===== src/rtl/level_sequencer.sv =====
// Game level sequencer: title -> intro -> timed object spawn -> hold -> win; outputs decode registered state.
// Latency: one Clk per transition; no backpressure. Optional lives counter under `LVLSEQ_LIVES_EN`.
module level_sequencer #(
    parameter int TICKS_PER_SEC = 50000000,
    parameter int NUM_LEVELS    = 2,
    parameter int MAX_OBJ       = 10,
    parameter int SPAWN_SEC     = 2,
    parameter int INTRO_SEC     = 1,
    parameter int BLINK_TICKS   = 25000000,
    parameter int LIVES         = 3,
    localparam int LW = $clog2(NUM_LEVELS + 1),
    localparam int CW = $clog2(MAX_OBJ + 1),
    localparam int TW = (TICKS_PER_SEC > 1) ? $clog2(TICKS_PER_SEC) : 1,
    localparam int BW = (BLINK_TICKS > 1) ? $clog2(BLINK_TICKS) : 1
) (
    input  logic               Clk,
    input  logic               Reset,
    input  logic               Run,
    input  logic [7:0]         keycode,
    input  logic               collision,
    input  logic               level_clear,
    output logic [MAX_OBJ-1:0] obj_ready,
    output logic [LW-1:0]      level,
    output logic               title,
    output logic               prompt,
    output logic               intro,
    output logic               win,
    output logic [9:0]         seconds,
    output logic [2:0]         lives
);

    typedef enum logic [2:0] {S_TITLE, S_INTRO, S_SPAWN, S_HOLD, S_WIN} state_t;

    state_t        state_q;
    logic [LW-1:0] level_q;
    logic [CW-1:0] count_q;
    logic [9:0]    sec_q;
    logic [TW-1:0] tick_q;
    logic [BW-1:0] blink_q;
    logic          prompt_q;
`ifdef LVLSEQ_LIVES_EN
    logic [2:0]    lives_q;
`endif

    logic          start;
    logic          timed;
    logic          tick_wrap;
    logic          blink_wrap;
    logic          hit;
    logic [9:0]    sec_inc;
    logic [CW-1:0] count_inc;
    // With a single object the first spawn already completes the wave.
    state_t        spawn_entry;

    assign start       = Run | (keycode == 8'd40);
    assign timed       = (state_q == S_INTRO) || (state_q == S_SPAWN) || (state_q == S_HOLD);
    assign tick_wrap   = (tick_q == TW'(TICKS_PER_SEC - 1));
    assign blink_wrap  = (blink_q == BW'(BLINK_TICKS - 1));
    assign hit         = collision && ((state_q == S_SPAWN) || (state_q == S_HOLD));
    assign sec_inc     = (sec_q == 10'd1023) ? sec_q : sec_q + 10'd1;
    assign count_inc   = count_q + CW'(1);
    assign spawn_entry = (MAX_OBJ == 1) ? S_HOLD : S_SPAWN;

    always_ff @(posedge Clk or posedge Reset) begin
        if (Reset) begin
            state_q  <= S_TITLE;
            level_q  <= '0;
            count_q  <= '0;
            sec_q    <= '0;
            tick_q   <= '0;
            blink_q  <= '0;
            prompt_q <= 1'b0;
`ifdef LVLSEQ_LIVES_EN
            lives_q  <= 3'(LIVES);
`endif
        end else begin
            // Free-running time base; any transition below overrides with a clear.
            if (timed) begin
                tick_q <= tick_wrap ? '0 : tick_q + TW'(1);
                if (tick_wrap) sec_q <= sec_inc;
            end
            if (state_q == S_TITLE) begin
                blink_q <= blink_wrap ? '0 : blink_q + BW'(1);
                if (blink_wrap) prompt_q <= ~prompt_q;
            end else begin
                blink_q  <= '0;
                prompt_q <= 1'b0;
            end

            if (hit) begin
                tick_q <= '0;
                sec_q  <= '0;
`ifdef LVLSEQ_LIVES_EN
                if (lives_q == 3'd1) begin
                    state_q <= S_TITLE;
                    level_q <= '0;
                    count_q <= '0;
                    lives_q <= 3'(LIVES);
                end else begin
                    state_q <= spawn_entry;
                    count_q <= CW'(1);
                    lives_q <= lives_q - 3'd1;
                end
`else
                state_q <= spawn_entry;
                count_q <= CW'(1);
`endif
            end else begin
                case (state_q)
                    S_TITLE: if (start) begin
                        state_q <= S_INTRO;
                        level_q <= '0;
                        count_q <= '0;
                        tick_q  <= '0;
                        sec_q   <= '0;
`ifdef LVLSEQ_LIVES_EN
                        lives_q <= 3'(LIVES);
`endif
                    end
                    S_INTRO: if (tick_wrap && (sec_inc == 10'(INTRO_SEC))) begin
                        state_q <= spawn_entry;
                        count_q <= CW'(1);
                        tick_q  <= '0;
                        sec_q   <= '0;
                    end
                    S_SPAWN: if (tick_wrap && (sec_inc == 10'(SPAWN_SEC))) begin
                        count_q <= count_inc;
                        tick_q  <= '0;
                        sec_q   <= '0;
                        if (count_inc == CW'(MAX_OBJ)) state_q <= S_HOLD;
                    end
                    S_HOLD: if (level_clear) begin
                        count_q <= '0;
                        tick_q  <= '0;
                        sec_q   <= '0;
                        if (level_q < LW'(NUM_LEVELS - 1)) begin
                            state_q <= S_INTRO;
                            level_q <= level_q + LW'(1);
                        end else begin
                            state_q <= S_WIN;
                        end
                    end
                    S_WIN: if (start) begin
                        state_q <= S_TITLE;
                        level_q <= '0;
                        count_q <= '0;
                        tick_q  <= '0;
                        sec_q   <= '0;
                    end
                    default: state_q <= S_TITLE;
                endcase
            end
        end
    end

    always_comb begin
        obj_ready = '0;
        if (state_q == S_SPAWN) obj_ready = ~({MAX_OBJ{1'b1}} << count_q);
        else if (state_q == S_HOLD) obj_ready = {MAX_OBJ{1'b1}};
    end

    assign level   = level_q;
    assign title   = (state_q == S_TITLE);
    assign intro   = (state_q == S_INTRO);
    assign win     = (state_q == S_WIN);
    assign prompt  = prompt_q;
    assign seconds = sec_q;
`ifdef LVLSEQ_LIVES_EN
    assign lives   = lives_q;
`else
    assign lives   = 3'(LIVES);
`endif

endmodule

===== config.mk =====
export PLATFORM = sky130hd
export DESIGN_NAME = level_sequencer
export DESIGN_NICKNAME = d
export VERILOG_FILES = /design/src/rtl/level_sequencer.sv
export SDC_FILE = /design/constraint.sdc
export NUM_CORES = 1
export LEC_CHECK = 0
export CORE_MARGIN = 4
export CORE_UTILIZATION = 35
export CTS_CLUSTER_DIAMETER = 50
export CTS_CLUSTER_SIZE = 30
export DETAILED_ROUTE_END_ITERATION = 12
export HOLD_SLACK_MARGIN = 0.08
export PLACE_DENSITY_LB_ADDON = 0.15
export SYNTH_ARGS = -nofsm -noshare
export SYNTH_HDL_FRONTEND = slang
export SYNTH_SLANG_ARGS = --single-unit

===== constraint.sdc =====
create_clock -name Clk -period 6.1 [get_ports Clk]
set_input_delay 1.525 -clock Clk [delete_from_list [all_inputs] [get_ports Clk]]
set_output_delay 1.525 -clock Clk [all_outputs]
set_load 0.005 [all_outputs]

# Yosys cells after proc, flatten, opt, wreduce, memory -nomap -nowiden
# Index checks and enable logic that the tools add are counted.
[op_classes] add_sub_neg=5 n_lt_le_gt_ge=1 n_eq_ne=22 shifts=1 n_mux=42 bitwise_logic=4 reduce_logical=13
[op_table] operator="26-bit 2-to-1 mux" n=7
[op_table] operator="26-bit one-hot mux with 4 select lines" n=1
[op_table] operator="10-bit 2-to-1 mux" n=10
[op_table] operator="25-bit 2-to-1 mux" n=2
[op_table] operator="10-bit one-hot mux with 4 select lines" n=1
[op_table] operator="26-bit by 1-bit adder with 26-bit output (second input constant)" n=1
[op_table] operator="26-bit equality test (second input constant)" n=1
[op_table] operator="25-bit by 1-bit adder with 25-bit output (second input constant)" n=1
[op_table] operator="25-bit equality test (second input constant)" n=1
[op_table] operator="3-bit 2-to-1 mux" n=8
[op_table] operator="4-bit 2-to-1 mux" n=5
[op_table] operator="4-bit one-hot mux with 4 select lines" n=1
[op_table] operator="3-bit one-hot mux with 5 select lines" n=1
[op_table] operator="3-bit by 1-bit inequality test with 1-bit output (second input constant)" n=4
[op_table] operator="10-bit by 1-bit adder with 10-bit output (second input constant)" n=1
[op_table] operator="10-bit by 1-bit equality test with 1-bit output (second input constant)" n=1
[op_table] operator="10-bit equality test (second input constant)" n=1
[op_table] operator="10-bit by 2-bit equality test with 1-bit output (second input constant)" n=1
[op_table] operator="10-bit NOT" n=1
[op_table] operator="5-bit AND reduction" n=2
[op_table] operator="10-bit by 4-bit << shifter with 10-bit output (first input constant)" n=1
[op_table] operator="8-bit by 6-bit equality test with 1-bit output (second input constant)" n=1
[op_table] operator="3-bit by 2-bit equality test with 1-bit output (second input constant)" n=2
[op_table] operator="2-bit 2-to-1 mux" n=3
[op_table] operator="other kinds (21)" n=30
[word_totals] regBits=71 inputBits=13 out_inout_bits=29

# Logic depth before layout (Yosys ltp)
[logic_depth] word_depth=7 mapped_depth=10 mapped_depth_nobuf=8

# Worst setup path before layout
# Ideal clock, no wire load.
[synth_path] path_kind="input port to flip-flop" from="in keycode[1]" to="reg sec_q[8], in the netlist seconds[8]" setup_time_ns=0.120 t_arrival_ns=2.877 required_time_ns=5.980 path_slack_ns=3.103 path_stages=8 path_buffers=1 path_cell_list="nor4b_1 a211o_1 o31ai_1 nor2_1 a31oi_2 a211oi_4 buf_4 nor3_1"
[synth_between] elab_chain_cells=5
[synth_rtl] item="start: declaration" line_no="19" rtl="input logic [7:0] keycode,"
[synth_rtl] item="8-bit by 6-bit equality test with 1-bit output" line_no="55" rtl="assign start = Run | (keycode == 8'd40);"
[synth_rtl] item="1-bit OR" line_no="55"
[synth_rtl] item="10-bit 2-to-1 mux" line_no="110, 143"
[synth_rtl] item="10-bit one-hot mux with 4 select lines" line_no="109" rtl="case (state_q)"
[synth_rtl] item="10-bit 2-to-1 mux" line_no="90" rtl="if (hit) begin"
[synth_rtl] item="end signal: assignment" line_no="80" rtl="if (tick_wrap) sec_q <= sec_inc;"
[synth_rtl] item="end: declaration" line_no="37" rtl="logic [9:0] sec_q;"
# No other way between the ends.
# A chain may end at the register's enable or synchronous reset.

# Worst setup path in the final report
[layout_path] from="reg state_q[2]" to="out obj_ready[9]"
[layout_between] elab_chain_cells=3
[layout_rtl] item="start: declaration" line_no="34" rtl="state_t state_q;"
[layout_rtl] item="start signal: assignment" line_no="105" rtl="state_q <= spawn_entry;"
[layout_rtl] item="start signal: assignment" line_no="121" rtl="state_q <= spawn_entry;"
[layout_rtl] item="3-bit by 2-bit equality test with 1-bit output" line_no="159" rtl="else if (state_q == S_HOLD) obj_ready = {MAX_OBJ{1'b1}};"
[layout_rtl] item="10-bit 2-to-1 mux" line_no="159"
[layout_rtl] item="10-bit 2-to-1 mux *" line_no="158" rtl="if (state_q == S_SPAWN) obj_ready = ~({MAX_OBJ{1'b1}} << count_q);"
[layout_rtl] item="end: declaration" line_no="22" rtl="output logic [MAX_OBJ-1:0] obj_ready,"
# Mark *: on every way between the ends. The rest lies on a longest branch, timed or not.

==> metrics <==
Peak VDD IR=0.2074 mV; antenna-violating nets left=0; root buf cell=clkbuf_16; Critical Path RT=4.58 ns; CTS resizes=0; clock-pin slew on the worst setup and hold paths=0.06 ns; Post-synth top flop=dfrtp_1; dpl hpwl=6.249 mm; Chip Height=116.6 um; starting density of the core=36.03%; multiplexer share of the synthesized area=1.333%; Die Span X=about 120 um; final count of pins violating max slew=0; Worst path depth=3; CP delay by family, top=flip-flops; critical path arrival=2.12 ns; Place WS=2.117 ns; full die area=13610 um2; via count=3247; fin worst setup slack=2.451 ns; WP buf/inv=1; crit-path max cell delay=0.58 ns; Synth Area in Adders=3.331%; Seq/Total Area, Yosys=43.00%; Post-route DRC=0; Synth Area in Compound Gates=9.116%; first-pass GRT wire length=15.15 mm; Max Clock Skew=between 0.004 and 0.005 ns; Hold Slack=around 0.52 ns; Post-Synth Simple-Gate Area=27.68%; Post-synth EDFFs=0; commonest non-fill, non-tap cell in the layout=nor2_1; post-cts hold buffer count=0; most frequent cells in the layout=nor2_1, dfrtp_1, clkdlybuf4s50_1, nand2_1, xor2_1; Fillers=between 1000 and 1500; endpoints failing hold=0; Via density=5.121; Total Nets Final=511; gr usage total=14.00%; I/O pins=42; Static Leak=2.100 nW; share of flip-flops with an asynchronous set or reset=100.0%; Hold Path Cell Cnt=1; CTS tree=yes; Area growth, synth to finish=18.26%; post-layout util=between 40% and 50%; Synth Cell Area=4131 um2; pwr/cell area=209.9 nW/um2; largest family of logic cells by synthesized area=simple AND/OR/NAND/NOR gates; row cnt=39; CTS H-Tree Depth=3; Worst-Skew Late Latency=0.33 ns; sw frac=20.54%; ANT cells=0; post-route setup TNS=0 ns; post-CTS setup buffers=0; min Tclk post-route=3.649 ns; #FFs+latches synth=71; Routed WL=between 8 and 9 mm; Seq pwr share=approximately 46%; internal power=0.8147 mW; clock network power share=52.2%; Slowest cell on crit path=dfrtp_1; Reg2Reg Depth=8; port bufs=38; CP Capture Type=output pin; worst-case clock buffer depth=2; status=finished, final reports clean; FMAX=~270 MHz; largest net degree at the start of global routing=39; Warnings, synthesis=0; Core Region=11470 um2; crit start category=flip-flop; vias in the first global route=3134; CP Cell Sequence=nand2b_1 -> a21oi_1 -> clkdlybuf4s50_1; Synth Instances=455; MaxCap Viol Count=0; initial antenna violation count=0; Avg WL per Cell=14.13 um; GPL Wtd Cong=0.7586; layout cells sized above 1=6.721%; Slew HR=33.70%; Post-Synth XOR/XNOR Area=between 10% and 20%; RSZ-0062 raised after global routing=no; crit path kind=reg2out; number of CTS-inserted buffers=9; Worst-Margin Slew=0.9944 ns; worst-path fanout max=17; Final Setup Violations=0; Distinct cells, synth=61; TritonRoute pass-1 iters=5; synthesized area per cell=9.080 um2; CTS sink cnt=71; Hold Path Class=reg2reg; total grt overflow=0; Tcrit/Tclk final=59.82%; Gate power share=about 1.9%; Sw Pwr=0.2107 mW; drt initial violations=about 170
[path summary, 6_finish.rpt]
check / start / to / slack [ns]
hold / removal: blink_q[0] / blink_q[0] / 0.52
min in group asynchronous: Reset / blink_q[1] / 1.66
max in group asynchronous: Reset / tick_q[16] / 3.49
hold reg to reg: blink_q[0] / blink_q[0] / 0.52
setup reg to reg: seconds[0] / tick_q[13] / 3.10
setup / recovery: state_q[2] / obj_ready[9] / 2.45
[state kept, by name, summed over array words and instances (netlist names)]
signal / flops
state_q: 3
prompt: 1
tick_q: 26
blink_q: 25
count_q: 4
seconds: 10
level: 2
[per-stage QoR]
stage	instance area (um2)	instances	total power [mW]
after floorplan	4135	456	0.4889
after global placement	4587	619	0.4996
after detailed placement	4587	619	0.4998
after CTS	4886	634	1.041
after global routing	4886	634	1.064
final	4886	634	1.025
[routing by layer]
layer	routed length (um)	track usage, %	vias to the layer above	share of wire (%)
met5	0	0	-	0
met3	359	3.057	7	4.0
met1	4162	18.09	1552	46
met2	4335	23.23	57	48
met4	97	4.893	0	1.1
li1	-	-	1631	-
[area by class of cell]
cell class | count | area, um2 | area share, %
timing repair buffer | 39 | 387.9 | 7.939
sequential | 71 | 1777 | 36.36
clock buffer | 12 | 256.5 | 5.250
clock inverter | 3 | 42.54 | 0.8707
tap | 143 | 178.9 | 3.662
multi-input combinational | 349 | 2180 | 44.61
inverter | 17 | 63.81 | 1.306
[synth_stat cells (all sizes together), types with 2 or more instances]
cell / number / area, um2
and2: 2 / 12.51
nor4b: 2 / 17.52
buf: 9 / 76.32
nand2b: 2 / 12.51
ha: 11 / 137.6
nor4: 7 / 58.81
nor2b: 2 / 12.51
a31oi: 4 / 37.53
a21oi: 16 / 80.08
inv: 17 / 63.81
and4: 6 / 52.55
or3: 4 / 25.02
o21ai: 12 / 63.81
xnor2: 19 / 166.4
dfrtp: 71 / 1777
clkbuf: 10 / 38.78
nand2: 33 / 123.9
a211oi: 3 / 35.03
nand3: 24 / 120.1
mux2i: 4 / 40.04
nor3b: 3 / 33.78
conb: 2 / 7.510
nor3: 12 / 60.06
xor2: 33 / 289.0
nand3b: 2 / 15.01
nand4: 17 / 112.6
and3: 15 / 103.9
nor2: 90 / 345.3
a22o: 3 / 26.28
a21boi: 2 / 15.01
[cell families (layout without fill, tap and decap cells)]
family,Yosys count,count (layout)
AO/OA/AOI/OAI,53,53
buffers and inverters,36,71
other,2,3
multiplexers,5,5
XOR/XNOR,52,52
adder cells (fa/ha/maj),11,11
flip-flops,71,71
AND/OR/NAND/NOR,225,225
[power groups by stage]
stage | registers, mW | logic, mW | clock network [mW]
after CTS | 0.471 | 0.0204 | 0.549
after floorplan | 0.480 | 0.00925 | 0
after global routing | 0.471 | 0.0224 | 0.571
final | 0.471 | 0.0193 | 0.535
after global placement | 0.480 | 0.0200 | 0
after detailed placement | 0.480 | 0.0203 | 0
Power figures use the tool's default switching activity.
